<file path="src/rtl/cmul_pkg.sv">
// Shared types for the complex twiddle multiply scheduler.
package cmul_pkg;

    typedef enum logic [1:0] {
        IDLE  = 2'd0,
        ISSUE = 2'd1,
        DRAIN = 2'd2,
        OUT   = 2'd3
    } cmul_state_e;

    // Product register indices; also the issue order of the four real products.
    localparam logic [1:0] P_RR = 2'd0;
    localparam logic [1:0] P_II = 2'd1;
    localparam logic [1:0] P_RI = 2'd2;
    localparam logic [1:0] P_IR = 2'd3;

    // Tag travelling alongside each operand pair through the multiplier latency.
    typedef struct packed {
        logic       vld;
        logic [1:0] idx;
    } cmul_tag_t;

endpackage

</file>
<file path="src/rtl/cmul_mul_sched_if.sv">
// Operand, multiplier and product-set signals of the twiddle multiply scheduler.
interface cmul_mul_sched_if #(
    parameter int SIZE_DATA = 32
);
    logic                 i_valid;
    logic                 o_ready;
    logic [SIZE_DATA-1:0] i_a_re;
    logic [SIZE_DATA-1:0] i_a_im;
    logic [SIZE_DATA-1:0] i_w_re;
    logic [SIZE_DATA-1:0] i_w_im;
    logic [SIZE_DATA-1:0] o_mul_a;
    logic [SIZE_DATA-1:0] o_mul_b;
    logic [SIZE_DATA-1:0] i_mul_p;
    logic                 o_valid;
    logic                 i_ready;
    logic [SIZE_DATA-1:0] o_p_rr;
    logic [SIZE_DATA-1:0] o_p_ii;
    logic [SIZE_DATA-1:0] o_p_ri;
    logic [SIZE_DATA-1:0] o_p_ir;

    // The scheduler itself.
    modport slave (
        input  i_valid, i_a_re, i_a_im, i_w_re, i_w_im, i_mul_p, i_ready,
        output o_ready, o_mul_a, o_mul_b, o_valid, o_p_rr, o_p_ii, o_p_ri, o_p_ir
    );

    // The surrounding datapath (upstream source, multiplier, add/sub stage).
    modport master (
        output i_valid, i_a_re, i_a_im, i_w_re, i_w_im, i_mul_p, i_ready,
        input  o_ready, o_mul_a, o_mul_b, o_valid, o_p_rr, o_p_ii, o_p_ri, o_p_ir
    );
endinterface

</file>
<file path="src/rtl/cmul_tag_pipe.sv">
// DEPTH-deep shift register of product tags, matched to the multiplier latency.
module cmul_tag_pipe
    import cmul_pkg::*;
#(
    parameter int DEPTH = 2
) (
    input  logic      clk,
    input  logic      clr,
    input  cmul_tag_t tag_in,
    output cmul_tag_t tag_out,
    output logic      pend
);
    cmul_tag_t stage [DEPTH];

    // Shift tags one stage per cycle; clear drops every tag in flight.
    always_ff @(posedge clk) begin
        if (clr) begin
            for (int i = 0; i < DEPTH; i++) stage[i] <= '0;
        end else begin
            stage[0] <= tag_in;
            for (int i = 1; i < DEPTH; i++) stage[i] <= stage[i-1];
        end
    end

    assign tag_out = stage[DEPTH-1];

    // Tags still in flight behind the exit stage; the exit stage retires this cycle.
    always_comb begin
        pend = 1'b0;
        for (int i = 0; i < DEPTH - 1; i++) pend = pend | stage[i].vld;
    end
endmodule

</file>
<file path="src/rtl/cmul_mul_sched.sv">
// Issues the four real products of a*w onto one shared FP32 multiplier and
// gathers the returning products into a single output set.
module cmul_mul_sched
    import cmul_pkg::*;
#(
    parameter int SIZE_DATA = 32,
    parameter int MUL_LAT   = 2
) (
    input logic             i_clk,
    input logic             i_rst,
    cmul_mul_sched_if.slave bus
);
    cmul_state_e          state, state_nxt;
    logic [1:0]           k, k_nxt;
    logic [SIZE_DATA-1:0] lat_a_re, lat_a_im, lat_w_re, lat_w_im;
    logic [SIZE_DATA-1:0] mul_a, mul_b, nxt_a, nxt_b;
    logic [SIZE_DATA-1:0] prod [4];
    logic [3:0]           done, wr_mask;
    logic                 accept, pend;
    cmul_tag_t            tag_in, tag_out;

    assign accept  = (state == IDLE) && bus.i_valid;
    assign k_nxt   = k + 2'd1;
    assign wr_mask = tag_out.vld ? (4'b0001 << tag_out.idx) : 4'b0000;

    // Tag describes the pair currently on the multiplier inputs.
    assign tag_in.vld = (state == ISSUE);
    assign tag_in.idx = k;

    cmul_tag_pipe #(.DEPTH(MUL_LAT)) u_tag_pipe (
        .clk    (i_clk),
        .clr    (i_rst),
        .tag_in (tag_in),
        .tag_out(tag_out),
        .pend   (pend)
    );

    // Next-state decode; the DRAIN exit counts the product landing this cycle.
    always_comb begin
        state_nxt = state;
        case (state)
            IDLE:    if (bus.i_valid) state_nxt = ISSUE;
            ISSUE:   if (k == 2'd3) state_nxt = DRAIN;
            DRAIN:   if (!pend && ((done | wr_mask) == 4'hF)) state_nxt = OUT;
            OUT:     if (bus.i_ready) state_nxt = IDLE;
            default: state_nxt = IDLE;
        endcase
    end

    // Operand pair for the next cycle: pair 0 comes straight from the inputs on
    // the accept edge, later pairs from the latched copies; zero otherwise.
    always_comb begin
        nxt_a = '0;
        nxt_b = '0;
        if (accept) begin
            nxt_a = bus.i_a_re;
            nxt_b = bus.i_w_re;
        end else if (state == ISSUE) begin
            case (k_nxt)
                P_II:    begin nxt_a = lat_a_im; nxt_b = lat_w_im; end
                P_RI:    begin nxt_a = lat_a_re; nxt_b = lat_w_im; end
                P_IR:    begin nxt_a = lat_a_im; nxt_b = lat_w_re; end
                default: begin nxt_a = '0;       nxt_b = '0;       end
            endcase
        end
    end

    // State, issue counter and registered multiplier operands.
    always_ff @(posedge i_clk) begin
        if (i_rst) begin
            state <= IDLE;
            k     <= 2'd0;
            mul_a <= '0;
            mul_b <= '0;
        end else begin
            state <= state_nxt;
            k     <= (state == ISSUE) ? k_nxt : 2'd0;
            mul_a <= nxt_a;
            mul_b <= nxt_b;
        end
    end

    // Operand latch on accept; written-product mask restarts with each set.
    always_ff @(posedge i_clk) begin
        if (i_rst) begin
            lat_a_re <= '0;
            lat_a_im <= '0;
            lat_w_re <= '0;
            lat_w_im <= '0;
            done     <= 4'h0;
        end else if (accept) begin
            lat_a_re <= bus.i_a_re;
            lat_a_im <= bus.i_a_im;
            lat_w_re <= bus.i_w_re;
            lat_w_im <= bus.i_w_im;
            done     <= 4'h0;
        end else begin
            done     <= done | wr_mask;
        end
    end

    // Products land only from the tag pipe and are kept after the handshake.
    always_ff @(posedge i_clk) begin
        if (i_rst) begin
            for (int i = 0; i < 4; i++) prod[i] <= '0;
        end else if (tag_out.vld) begin
            prod[tag_out.idx] <= bus.i_mul_p;
        end
    end

    assign bus.o_ready = (state == IDLE);
    assign bus.o_valid = (state == OUT);
    assign bus.o_mul_a = mul_a;
    assign bus.o_mul_b = mul_b;
    assign bus.o_p_rr  = prod[P_RR];
    assign bus.o_p_ii  = prod[P_II];
    assign bus.o_p_ri  = prod[P_RI];
    assign bus.o_p_ir  = prod[P_IR];
endmodule
</file>
<file path="src/flat_wrapper.sv">
// flat-port wrapper written by rule: the top's interface ports become plain ports
module cmul_mul_sched_flat import cmul_pkg::*;
#(
    parameter int SIZE_DATA = 32,
    parameter int MUL_LAT   = 2
)
  (i_clk, i_rst, bus_i_valid, bus_i_a_re, bus_i_a_im, bus_i_w_re, bus_i_w_im, bus_i_mul_p, bus_i_ready, bus_o_ready, bus_o_mul_a, bus_o_mul_b, bus_o_valid, bus_o_p_rr, bus_o_p_ii, bus_o_p_ri, bus_o_p_ir);
  cmul_mul_sched_if #(.SIZE_DATA(SIZE_DATA)) bus_i ();
  input logic i_clk;
  input logic i_rst;
  input wire logic [$bits(bus_i.i_valid)-1:0] bus_i_valid;
  input wire logic [$bits(bus_i.i_a_re)-1:0] bus_i_a_re;
  input wire logic [$bits(bus_i.i_a_im)-1:0] bus_i_a_im;
  input wire logic [$bits(bus_i.i_w_re)-1:0] bus_i_w_re;
  input wire logic [$bits(bus_i.i_w_im)-1:0] bus_i_w_im;
  input wire logic [$bits(bus_i.i_mul_p)-1:0] bus_i_mul_p;
  input wire logic [$bits(bus_i.i_ready)-1:0] bus_i_ready;
  output wire logic [$bits(bus_i.o_ready)-1:0] bus_o_ready;
  output wire logic [$bits(bus_i.o_mul_a)-1:0] bus_o_mul_a;
  output wire logic [$bits(bus_i.o_mul_b)-1:0] bus_o_mul_b;
  output wire logic [$bits(bus_i.o_valid)-1:0] bus_o_valid;
  output wire logic [$bits(bus_i.o_p_rr)-1:0] bus_o_p_rr;
  output wire logic [$bits(bus_i.o_p_ii)-1:0] bus_o_p_ii;
  output wire logic [$bits(bus_i.o_p_ri)-1:0] bus_o_p_ri;
  output wire logic [$bits(bus_i.o_p_ir)-1:0] bus_o_p_ir;
  assign bus_i.i_valid = bus_i_valid;
  assign bus_i.i_a_re = bus_i_a_re;
  assign bus_i.i_a_im = bus_i_a_im;
  assign bus_i.i_w_re = bus_i_w_re;
  assign bus_i.i_w_im = bus_i_w_im;
  assign bus_i.i_mul_p = bus_i_mul_p;
  assign bus_i.i_ready = bus_i_ready;
  assign bus_o_ready = bus_i.o_ready;
  assign bus_o_mul_a = bus_i.o_mul_a;
  assign bus_o_mul_b = bus_i.o_mul_b;
  assign bus_o_valid = bus_i.o_valid;
  assign bus_o_p_rr = bus_i.o_p_rr;
  assign bus_o_p_ii = bus_i.o_p_ii;
  assign bus_o_p_ri = bus_i.o_p_ri;
  assign bus_o_p_ir = bus_i.o_p_ir;
  cmul_mul_sched #(.SIZE_DATA(SIZE_DATA), .MUL_LAT(MUL_LAT)) u_core (.i_clk(i_clk), .i_rst(i_rst), .bus(bus_i));
endmodule
</file>
<file path="config.mk">
export PLATFORM = sky130hd
export DESIGN_NAME = cmul_mul_sched_flat
export DESIGN_NICKNAME = d
export VERILOG_FILES = /design/src/rtl/cmul_pkg.sv /design/src/rtl/cmul_mul_sched_if.sv /design/src/rtl/cmul_tag_pipe.sv /design/src/rtl/cmul_mul_sched.sv /design/src/flat_wrapper.sv
export SDC_FILE = /design/constraint.sdc
export NUM_CORES = 1
export LEC_CHECK = 0
export CORE_MARGIN = 2
export CORE_UTILIZATION = 30
export CTS_CLUSTER_SIZE = 8
export DETAILED_ROUTE_END_ITERATION = 10
export PLACE_DENSITY = 0.63
export SLEW_MARGIN = 10
export SYNTH_ARGS = -nofsm -noshare
export SYNTH_HDL_FRONTEND = slang
export SYNTH_SLANG_ARGS = --single-unit
</file>
<file path="constraint.sdc">
create_clock -name i_clk -period 2.6 [get_ports i_clk]
set_clock_uncertainty 0.15 [all_clocks]
set_input_delay 0.26 -clock i_clk [delete_from_list [all_inputs] [get_ports i_clk]]
set_output_delay 0.26 -clock i_clk [all_outputs]
set_load 0.005 [all_outputs]
</file>
==> results of run 1 <==
[metrics by stage]
| stage | cells | instance area, um2 | total power [W] | setup WS, ns | hold slack [ns] |
|---|---|---|---|---|---|
| after floorplan | 1214 | 12200 | 0.00805 | 0.431 | 0.219 |
| after global placement | 2033 | 16400 | 0.00941 | 0.492 | 0.271 |
| after detailed placement | 2033 | 16400 | 0.00948 | 0.461 | 0.275 |
| after CTS | 2102 | 17700 | 0.0150 | 0.243 | 0.0452 |
| after global routing | 2103 | 17700 | 0.0156 | 0.189 | 0.0538 |
| final | 2104 | 17700 | 0.0148 | 0.294 | 0.0794 |
[power by group through the flow]
| stage | Clock (W) | Sequential, W | Combinational, W |
|---|---|---|---|
| after floorplan | 0 | 0.00642 | 0.00163 |
| after global placement | 0 | 0.00646 | 0.00295 |
| after detailed placement | 0 | 0.00647 | 0.00301 |
| after CTS | 0.00565 | 0.00638 | 0.00302 |
| after global routing | 0.00585 | 0.00644 | 0.00328 |
| final | 0.00548 | 0.00638 | 0.00296 |
[cell usage after synthesis (2+ instances only)]
cell,n,area (um2)
o21ai_2,60,526
dfxtp_1,206,4120
nor2_1,103,387
nor3_1,3,15.0
nand2b_1,10,62.6
edfxtp_1,128,3840
buf_6,7,78.8
buf_1,11,41.3
buf_2,8,40.0
nand3_1,2,10.0
nor2b_1,5,31.3
inv_1,37,139
clkbuf_1,59,221
a21oi_1,129,646
a31oi_1,2,12.5
a22oi_1,64,480
o21a_1,2,15.0
ha_1,8,100
o21ai_0,4,20.0
nand2_1,354,1330
[worst max-delay path: stages (launching register included)]
cell and delay (ns):
dfxtp_1 0.33, inv_1 0.09, ha_1 0.29, clkdlybuf4s50_1 0.61
[final timing paths]
kind / slack [ns] / depth (start not counted) / to / startpoint
setup / recovery: 0.29 / 3 / bus_o_ready / u_core.state[0]
hold / removal: 0.08 / 3 / u_core.lat_a_im[8] / bus_i_a_im[8]
setup reg to reg: 0.48 / 6 / u_core.bus.o_mul_b[13] / u_core.state[0]
hold reg to reg: 0.29 / 1 / u_core.u_tag_pipe.stage[0][4] / u_core.u_tag_pipe.stage[0][1]
[cell usage in the layout (no fill, tap or decap), types with 15 or more instances in the layout]
| master | instances |
|---|---|
| o21ai_2 | 60 |
| clkdlybuf4s50_1 | 356 |
| clkbuf_16 | 47 |
| edfxtp_1 | 128 |
| clkbuf_1 | 18 |
| nor2_1 | 102 |
| a22oi_1 | 64 |
| nand2_1 | 353 |
| inv_1 | 37 |
| dfxtp_1 | 206 |
| a21oi_1 | 129 |
| buf_4 | 15 |
[cell families (layout without fill, tap and decap cells)]
logic type	Yosys count	after routing	synth area share
mux	2	2	0.00174
compound gates	265	265	0.142
fa+ha+maj	8	8	0.00819
xor+xnor	1	1	0.000717
simple gates	481	481	0.152
other cells	0	2	0
flops	334	334	0.652
buf+inv	123	486	0.0429
[timing repair]
action,CTS,global route
hold endpoints to repair,20,0
hold buffers,1,0
resized for setup,0,0
endpoints found under the setup margin,0,0
[flip-flops by register name, indices dropped and copies added, names as in the netlist]
signal,flops
u_core.lat_a_re,32
u_core.bus.o_mul_a,32
u_core.bus.o_mul_b,32
u_core.state,2
u_core.lat_a_im,32
u_core.k,2
u_core.lat_w_im,32
u_core.done,4
u_core.lat_w_re,32
u_core.u_tag_pipe.stage,6
u_core.prod,128
[cell type report]
| cell class | count | area [um2] | share of cell area |
|---|---|---|---|
| Tap cell | 525 | 657 | 0.0372 |
| Antenna cell | 2 | 5.00 | 0.000283 |
| Clock buffer | 65 | 1240 | 0.0704 |
| Clock inverter | 3 | 52.6 | 0.00297 |
| Sequential cell | 334 | 7970 | 0.451 |
| Multi-Input combinational cell | 757 | 3760 | 0.213 |
| Timing Repair Buffer | 380 | 3850 | 0.218 |
| Inverter | 38 | 143 | 0.00807 |
[layer usage]
metal | wire, um | GRT usage | up-vias
met2 | 17000 | 0.282 | 389
met1 | 14300 | 0.196 | 4544
li1 | - | - | 4740
met5 | 27 | 0 | -
met4 | 737 | 0.0528 | 4
met3 | 3630 | 0.0602 | 52
==> summary.txt, run 1 <==
Final Setup Violations: 0
Mapped Cells: 1214
Synth cell types: 32
initial core utilization: 0.305
Site Rows: 73
DRC: 0
Final Max Slew Viols: 0
CTS tree: yes
dominant synthesized flop cell: dfxtp_1
synthesis warning total: 0
leakage: 6.51 nW
H-tree depth: 2
Critical Path Start Type: flip-flop
Reg power frac: 0.431
area grow syn2layout: 44.6%
Arr. time, crit path: 1.90 ns
# fillers: 3833
vias in the first global route: 9849
GRT Util Overall: 0.166
drt total wl: 35800 um
layout cells sized above 1: 0.0919
Die W: 206 um
synthesized cell area: 12200 um2
Final TNS setup: 0 ns
Internal: 0.0107 W
Final period util: 0.887
largest net degree at the start of global routing: 133
Clock Latency Late Sink: 0.57 ns
clock net sink count: 334
vias: 9729
Max FO, Critical Path: 5
routability cong.: 0.791
worst path required time: 2.19 ns
Clock Tree Buf Depth: 3
Fmax achieved: 434 MHz
Post-CTS Setup Repair Bufs: 0
number of synthesized flops with an enable pin: 128
via/cell ratio: 4.62
die height: 206 um
combinational power share: 0.200
clock power share: 0.370
initial antenna violation count: 4
Layout Nets: 1730
core area: 40000 um2
Hold Crit Class: in -> reg
pwr dens: 838 nW/um2
P_sw: 0.00415 W
die area: 42400 um2
RSZ-0062 raised after global routing: no
First-pass DRT Iterations: 4
Max Cap Viol: 0
#FFs+latches synth: 334
Avg Cell Area, Syn: 10.1 um2
Max IR drop VDD: 0.000609 V
number of buffers added on ports: 357
total grt overflow: 0
Net Sw Frac: 0.280
endpoint class of the critical path: output pin
initial drt markers: 398
CTS clk-pin slew, worst paths: 0.05 ns
DP HPWL: 23300 um
register area share after synthesis: 0.652
Synthesized Nets: 1386
wire per inst: 17.0 um
I/O pin count: 358
pin slew with the least headroom to its limit: 0.889 ns
asr flop ratio synth: 0
first-pass GRT wire length: 54600 um
post-route ant nets: 0
run status: finished, final reports clean
Worst slew margin: 0.407
min Tclk post-route: 2.31 ns
cts bufs inserted: 47
Crit Path Category: reg -> out
root cell of the clock tree: clkbuf_16
Hold Fails Final Rpt: 0
utilization after layout: 0.442
Note: power is estimated with default switching activity, not from simulation.
==> inputs of run 2 (changes only) <==
CORE_ASPECT_RATIO = 0.6   (was unset)
GPL_TIMING_DRIVEN = 1   (was unset)
==> summary.txt, run 2 (synthesized netlist as in run 1, its figures left out) <==
Max Cap Viol: 0 (unchanged)
total power: 0.0150 W (+1.4%)
worst path required time: 2.19 ns (about the same)
Max FO, Critical Path: 5 (unchanged)
layout cells sized above 1: 0.0947 (+0.00278)
Final period util: 0.888 (about the same)
wire per inst: 17.9 um (+5.4%)
Final TNS setup: 0 ns (unchanged)
initial drt markers: 827 (+110%)
DRC: 0 (unchanged)
via/cell ratio: 4.71 (+1.9%)
vias in the first global route: 10000 (+1.6%)
Largest Register: u_core.prod
worst r2r src: u_core.state[0]
clock net sink count: 334 (unchanged)
cts bufs inserted: 48 (+2.1%)
worst reg2reg endpoint: u_core.bus.o_mul_b[16]
first-pass GRT wire length: 57900 um (+6.2%)
CTS tree: yes
number of cells on the worst hold path: 3 (unchanged)
Max IR drop VDD: 0.000508 V (-17%)
Clock Latency Late Sink: 0.57 ns (about the same)
# fillers: 3764 (-1.8%)
most frequent cells in the layout: 356 x clkdlybuf4s50_1, 353 x nand2_1, 206 x dfxtp_1
min Tclk post-route: 2.31 ns (+0.00151 ns)
CTS clk-pin slew, worst paths: 0.05 ns (about the same)
drt total wl: 37700 um (+5.5%)
total grt overflow: 0 (unchanged)
I/O pin count: 358 (unchanged)
critical path startpoint: u_core.state[1]
Hold Fails Final Rpt: 0 (unchanged)
run status: finished, final reports clean
GRT Util Overall: 0.174 (+0.00789)
routability cong.: 0.788 (-0.35%)
commonest non-fill, non-tap cell in the layout: clkdlybuf4s50_1
Die W: 265 um (+29%)
post-route ant nets: 0 (unchanged)
largest net degree at the start of global routing: 133 (unchanged)
pre-CTS setup slack: 0.414 ns (-0.0464 ns)
Fmax achieved: 433 MHz (about the same)
Worst slew margin: 0.350 (-0.0566)
Worst Reg-to-Reg Cells: 6 (unchanged)
crit-path max cell delay: 0.60 ns (about the same)
die area: 42400 um2 (+0.13%)
endpoint class of the critical path: output pin
area grow syn2layout: 45.0%
Crit Path Category: reg -> out
Site Rows: 57 (-22%)
fin area: 17700 um2 (+0.23%)
Arr. time, crit path: 1.90 ns (about the same)
leakage: 6.53 nW (+0.36%)
flop-to-flop setup slack: 0.40 ns (-0.08 ns)
Final Worst Setup Slack: 0.292 ns (-0.00151 ns)
pin slew with the least headroom to its limit: 0.974 ns (+0.0849 ns)
number of buffers added on ports: 357 (unchanged)
root cell of the clock tree: clkbuf_16
post-CTS sizing: 0 (unchanged)
Post-CTS Setup Repair Bufs: 0 (unchanged)
Final Setup Violations: 0 (unchanged)
pwr dens: 848 nW/um2 (+1.2%)
die height: 160 um (-22%)
number of flip-flops in the largest register: 128 (unchanged)
vias: 9931 (+2.1%)
Clock Tree Buf Depth: 3 (unchanged)
initial antenna violation count: 4 (unchanged)
Layout Nets: 1733 (+0.17%)
First-pass DRT Iterations: 6 (+2)
Placement Cell Area: 16400 um2 (about the same)
Critical-path top delay cell: clkdlybuf4s50_1
Hold Crit Class: in -> reg
cts hold-fix bufs: 1 (unchanged)
H-tree depth: 2 (unchanged)
RSZ-0062 raised after global routing: no
DP HPWL: 24500 um (+5.1%)
Final Max Slew Viols: 0 (unchanged)
Critical Path Start Type: flip-flop
initial core utilization: 0.303 (-0.00219)
CP cell instances: inv_1, ha_1, clkdlybuf4s50_1
core area: 40300 um2 (+0.72%)
min-delay src: bus_i_a_im[13]
WHS Endpoint: u_core.lat_a_im[13]
-- run 2: final cells by class --
type	count	area (um2)	area share
antenna	3	7.51	0.000424
clock buffer	58	1250	0.0705
clock inverter	4	78.8	0.00445
inverter	38	143	0.00805
multi-input combinational	757	3760	0.212
sequential	334	7970	0.450
tap	531	664	0.0375
timing repair buffer	382	3850	0.217
-- run 2: per-stage QoR --
| step | util | hold WS [ns] | instances |
|---|---|---|---|
| 2_1_floorplan | - | 0.219 | 1214 |
| 3_3_place_gp | 0.406 | 0.272 | 2041 |
| 3_5_place_dp | 0.406 | 0.278 | 2041 |
| 4_1_cts | 0.440 | 0.0514 | 2104 |
| 5_1_grt | 0.440 | 0.0744 | 2105 |
| 6_report | 0.440 | 0.0816 | 2107 |
-- run 2: critical path: cells and delay by family, from the launching register on --
family	cells	cell delay [ns]
buf+inv	2	0.70
fa+ha+maj	1	0.30
flops	1	0.33
-- run 2: per-layer routing --
metal	share of wire	vias up	global-route usage	wire, um
met5	0.00042	-	0	16
met4	0.015	2	0.0405	572
met3	0.076	48	0.0463	2890
met2	0.47	379	0.289	17600
met1	0.44	4753	0.228	16600
li1	-	4749	-	-
-- run 2: worst max-delay path by stage --
stage                              to
3_5_place_dp   u_core.bus.o_mul_b[23]
3_3_place_gp   u_core.bus.o_mul_b[14]
4_1_cts                   bus_o_ready
2_1_floorplan       u_core.prod[0][0]
6_report                  bus_o_ready
5_1_grt                   bus_o_ready
-- run 2: power by group --
group	total (W)	switching [W]	internal (W)	leakage [nW]
sequential	0.00637	0.000294	0.00608	3.01
clock	0.00563	0.00228	0.00336	0.644
combinational	0.00302	0.00172	0.00130	2.88
total	0.0150	0.00429	0.0107	6.53
==> variant 1: new RTL, settings of run 1 <==
`SIZE_DATA` is set to 32 in 3 places; all go to 64.
--- a/src/rtl/cmul_mul_sched_if.sv
+++ b/src/rtl/cmul_mul_sched_if.sv
@@ -1,5 +1,5 @@
 // Operand, multiplier and product-set signals of the twiddle multiply scheduler.
 interface cmul_mul_sched_if #(
-    parameter int SIZE_DATA = 32
+    parameter int SIZE_DATA = 64
 );
     logic                 i_valid;
--- a/src/rtl/cmul_mul_sched.sv
+++ b/src/rtl/cmul_mul_sched.sv
@@ -4,5 +4,5 @@
     import cmul_pkg::*;
 #(
-    parameter int SIZE_DATA = 32,
+    parameter int SIZE_DATA = 64,
     parameter int MUL_LAT   = 2
 ) (
--- a/src/flat_wrapper.sv
+++ b/src/flat_wrapper.sv
@@ -2,5 +2,5 @@
 module cmul_mul_sched_flat import cmul_pkg::*;
 #(
-    parameter int SIZE_DATA = 32,
+    parameter int SIZE_DATA = 64,
     parameter int MUL_LAT   = 2
 )
Interface: changed (11 resized); port bits go from 358 to 710. No check against the original RTL was run, so the function may have changed too.
==> variant 1 against run 1 <==
Combinational power grew 95%. Die area grew 92%. Sequential power grew 94%. Final area grew 100%. Worst setup slack lost 87 ps. Non-clock buffer count grew 446. Count of clock-buffer cells in the layout grew 64. Critical path type unchanged. Routed wire length grew 130%. Final cell count grew 100%. Power grew 97%. Sequential cell count grew 320. Area after synthesis grew 94%.
==> variant 1: results (changes against run 1) <==
dominant cells by area after synthesis dfxtp_1 34%, edfxtp_1 32%, nand2_1 11%; wirelength, routed 83.0 mm (+130%); Yosys Warn Count 0 (unchanged); ys flop type dfxtp_1; vias per cell 4.66 (+0.77%); vias 19600 (+100%); CTS Root Cell clkbuf_16; worst reg2reg path depth 6 (unchanged); outcome completed; storage element area 0.0157 mm² (+96%); share of cells above drive strength 1 8.22% (-0.98 points); initial antenna violation count 22 (+18); synth unique cells 35 (+9.4%); Reg2Reg Capture Point u_core.bus.o_mul_b[10]; crit path from u_core.state[0]; Total GRT Usage 19.6% (+3.0 points); LEAKAGE 13.0 nW (+100%); DP HPWL 55.9 mm (+140%); Area after DPL 0.0321 mm² (+96%); Post-synth ARST share 0% (unchanged); Clock Tree Buf Depth 3 (unchanged); Slew HR 30.4% (-10 points); Final #Nets 3440 (+99%); # Post-CTS Setup Buffers 0 (unchanged); dpl cells 3995 (+97%); Post-synth EDFFs 256 (+100%); synth cell count leaders 707 x nand2_1, 398 x dfxtp_1, 259 x a21oi_1, 256 x edfxtp_1, 199 x nor2_1; slowest stage cell, crit path clkdlybuf4s50_1; Avg Cell Area, Syn 10.0 µm² (-0.28%); setup_tns 0 ps (unchanged); worst min-delay path category input pin to flop; clk_lat worst skew 640 ps (+70 ps); arrival time at the worst endpoint 1980 ps (+80 ps); Max VDD drop 0.000630 V (+3.5%); largest net degree at the start of global routing 135 (+1.5%); max reg flops 256 (+100%); hold-critical path depth 3 (unchanged); CTS Buf Count 92 (+96%); routability cong. 0.825 (+4.4%); hold endpoint u_core.lat_a_im[62]; Max Fclk 418 MHz (-3.6%); largest reg by FF count u_core.prod; H-Tree Depth 3 (+1); sequential share of the synthesized area 66.1% (+0.91 points); fillers 7395 (+93%); PortBufs 709 (+99%); Initial DRC Count 1304 (+230%); crit-path max FO 5 (unchanged); hold_sp bus_i_a_im[62]; first-pass GRT wire length 121 mm (+120%); FF-to-FF setup slack 340 ps (-140 ps); DRT Pass-1 Iters 7 (+3); syn nets 2691 (+94%); CTS clk-pin slew, worst paths 50 ps (about the same); Slowest Stage Delay on Critical Path 630 ps (+20 ps); vias in the first global route 19000 (+93%)
## variant 1: cell type report
cell class              count  area share [%]
flip-flops and latches    654            44.2
repair buffers            826            23.9
multi-input cells        1460            19.9
clock buffers             129            6.99
well taps                1050            3.71
inverters                  74           0.788
clock inverters             8           0.442
diodes                     10          0.0707
## variant 1: metal layers
| layer | wire length (µm) | GRT usage, % | vias up | share of wire [%] |
|---|---|---|---|---|
| li1 | - | - | 9410 | - |
| met1 | 33000 | 23.7 | 9262 | 40 |
| met2 | 39600 | 32.6 | 781 | 48 |
| met3 | 7680 | 6.42 | 146 | 9.3 |
| met4 | 2610 | 7.43 | 22 | 3.1 |
| met5 | 150 | 0 | - | 0.18 |
## variant 1: logic make-up after synthesis
group	synth area share [%]
AND/OR/NAND/NOR	14.9
flip-flops	66.1
buffers and inverters	4.48
AO/OA/AOI/OAI	14.0
XOR/XNOR	0.0370
multiplexers	0.0423
adder cells (fa/ha/maj)	0.423
## variant 1: metrics by stage
stage	hold slack [ps]	worst slack, ps	total power, mW
after global routing	15.0	110	30.6
after CTS	0.0437	169	29.6
after detailed placement	277	313	18.3
final	42.1	207	29.2
after floorplan	219	335	15.4
after global placement	271	346	18.3
## variant 1: worst max path at each step
stage | endpoint | slack [ps] | depth (start not counted)
6_report | bus_o_ready | 210 | 3
2_1_floorplan | u_core.prod[3][0] | 330 | 3
3_3_place_gp | u_core.bus.o_mul_b[12] | 350 | 5
3_5_place_dp | u_core.bus.o_mul_a[39] | 310 | 5
5_1_grt | bus_o_ready | 110 | 3
4_1_cts | bus_o_ready | 170 | 3
## variant 1: what timing repair did
action,CTS,global route
resized for setup,0,0
hold endpoints to repair,92,0
hold buffers,69,0
## variant 1: critical path, delay by kind of cell (launching register included)
kind | cells | cell delay (ps)
buffers and inverters | 2 | 740
flip-flops | 1 | 330
adder cells (fa/ha/maj) | 1 | 280
## variant 1: where the power goes
| group | internal, mW | switching [mW] | total [mW] |
|---|---|---|---|
| clock network | 6.56 | 4.49 | 11.1 |
| registers | 11.9 | 0.553 | 12.4 |
| logic | 2.51 | 3.25 | 5.76 |
| total | 20.9 | 8.30 | 29.2 |
==> variant 2: new RTL, config.mk and constraints of run 1 <==
Made on the original files. Encoding of `cmul_state_e`: now one-hot (4 bits for 4 states).
--- a/src/rtl/cmul_pkg.sv
+++ b/src/rtl/cmul_pkg.sv
@@ -2,9 +2,9 @@
 package cmul_pkg;
 
-    typedef enum logic [1:0] {
-        IDLE  = 2'd0,
-        ISSUE = 2'd1,
-        DRAIN = 2'd2,
-        OUT   = 2'd3
+    typedef enum logic [3:0] {
+        IDLE  = 4'b0001,
+        ISSUE = 4'b0010,
+        DRAIN = 4'b0100,
+        OUT   = 4'b1000
     } cmul_state_e;
 
Behaviour: no difference found for any inputs over 4 cycles, from zero or initial values and one cycle with i_rst high; so few cycles prove little.
==> variant 2 against run 1 <==
Routed wire length fell by 2.9%. Sequential cell count grew 2. Non-clock buffer count up 3. Worst setup slack lost 120 ps. Area after synthesis fell by 1.8%. Final area shrank 0.83%. Via count down 1.6%.
Power is not compared: it rests on default switching activity, and its combinational part moved more than twofold at a synthesized area within 25%.
==> variant 2: results (changes against run 1) <==
outcome completed; # diodes 0 (-2); detailed-route wire length per cell 16.8 µm (-1.2%); routability cong. 0.765 (-3.2%); xor and xnor area share after synthesis 0.146% (+0.074 points); sequential share of the synthesized area 66.7% (+1.5 points); Reg2Reg Capture Point u_core.bus.o_mul_a[0]; Tmin final 2420 ps (+115 ps); largest net degree at the start of global routing 120 (-9.8%); initial antenna violation count 1 (-3); Synth Area in Compound Gates 12.3% (-1.9 points); first-pass GRT wire length 53.1 mm (-2.7%); dpl cells 1994 (-1.9%); Final #Nets 1687 (-2.5%); dpl ws 202 ps (-259 ps); Reg-to-Reg Start u_core.state[1]; DRT Pass-1 Iters 5 (+1); arrival time at the worst endpoint 2010 ps (+110 ps); synth cell count leaders 293 x nand2_1, 208 x dfxtp_1, 170 x a21oi_1, 128 x edfxtp_1, 108 x nor2_1; CTS Buf Count 48 (+2.1%); syn nets 1335 (-3.7%); vias 9574 (-1.6%); crit-path max FO 8 (+3); worst reg2reg path depth 5 (-1); FF-to-FF setup slack 260 ps (-220 ps); crit path from u_core.state[2]
==> variant 2: changes by cell type after synthesis, sizes merged, moves of 5 or more <==
cell	delta
a22oi	-29
and2	+7
o21ai	-60
a221o	+27
and3	+21
nor3b	+6
nor2	+5
ha	-5
a21oi	+41
nand2	-61
==> variant 2: metal layers <==
layer  track usage (%)  vias to the layer above  wire length [µm]
li1                  -                     4654                 -
met1              19.1                     4478             14100
met2              27.5                      368             16400
met3              5.02                       72              3040
met4              7.95                        2              1180
met5                 0                        -                13
==> variant 2: report_power, final <==
| part | total, mW | internal (mW) | switching [mW] |
|---|---|---|---|
| clock | 5.55 | 3.36 | 2.19 |
| combinational | 1.17 | 0.613 | 0.560 |
| sequential | 5.86 | 5.74 | 0.120 |
==> variant 2: area by class of cell <==
type,count,area (µm²)
sequential,336,8010
tap,525,657
timing repair buffer,383,3870
multi-input combinational,714,3530
clock inverter,4,50.0
inverter,37,139
fill,3746,22100
clock buffer,68,1280
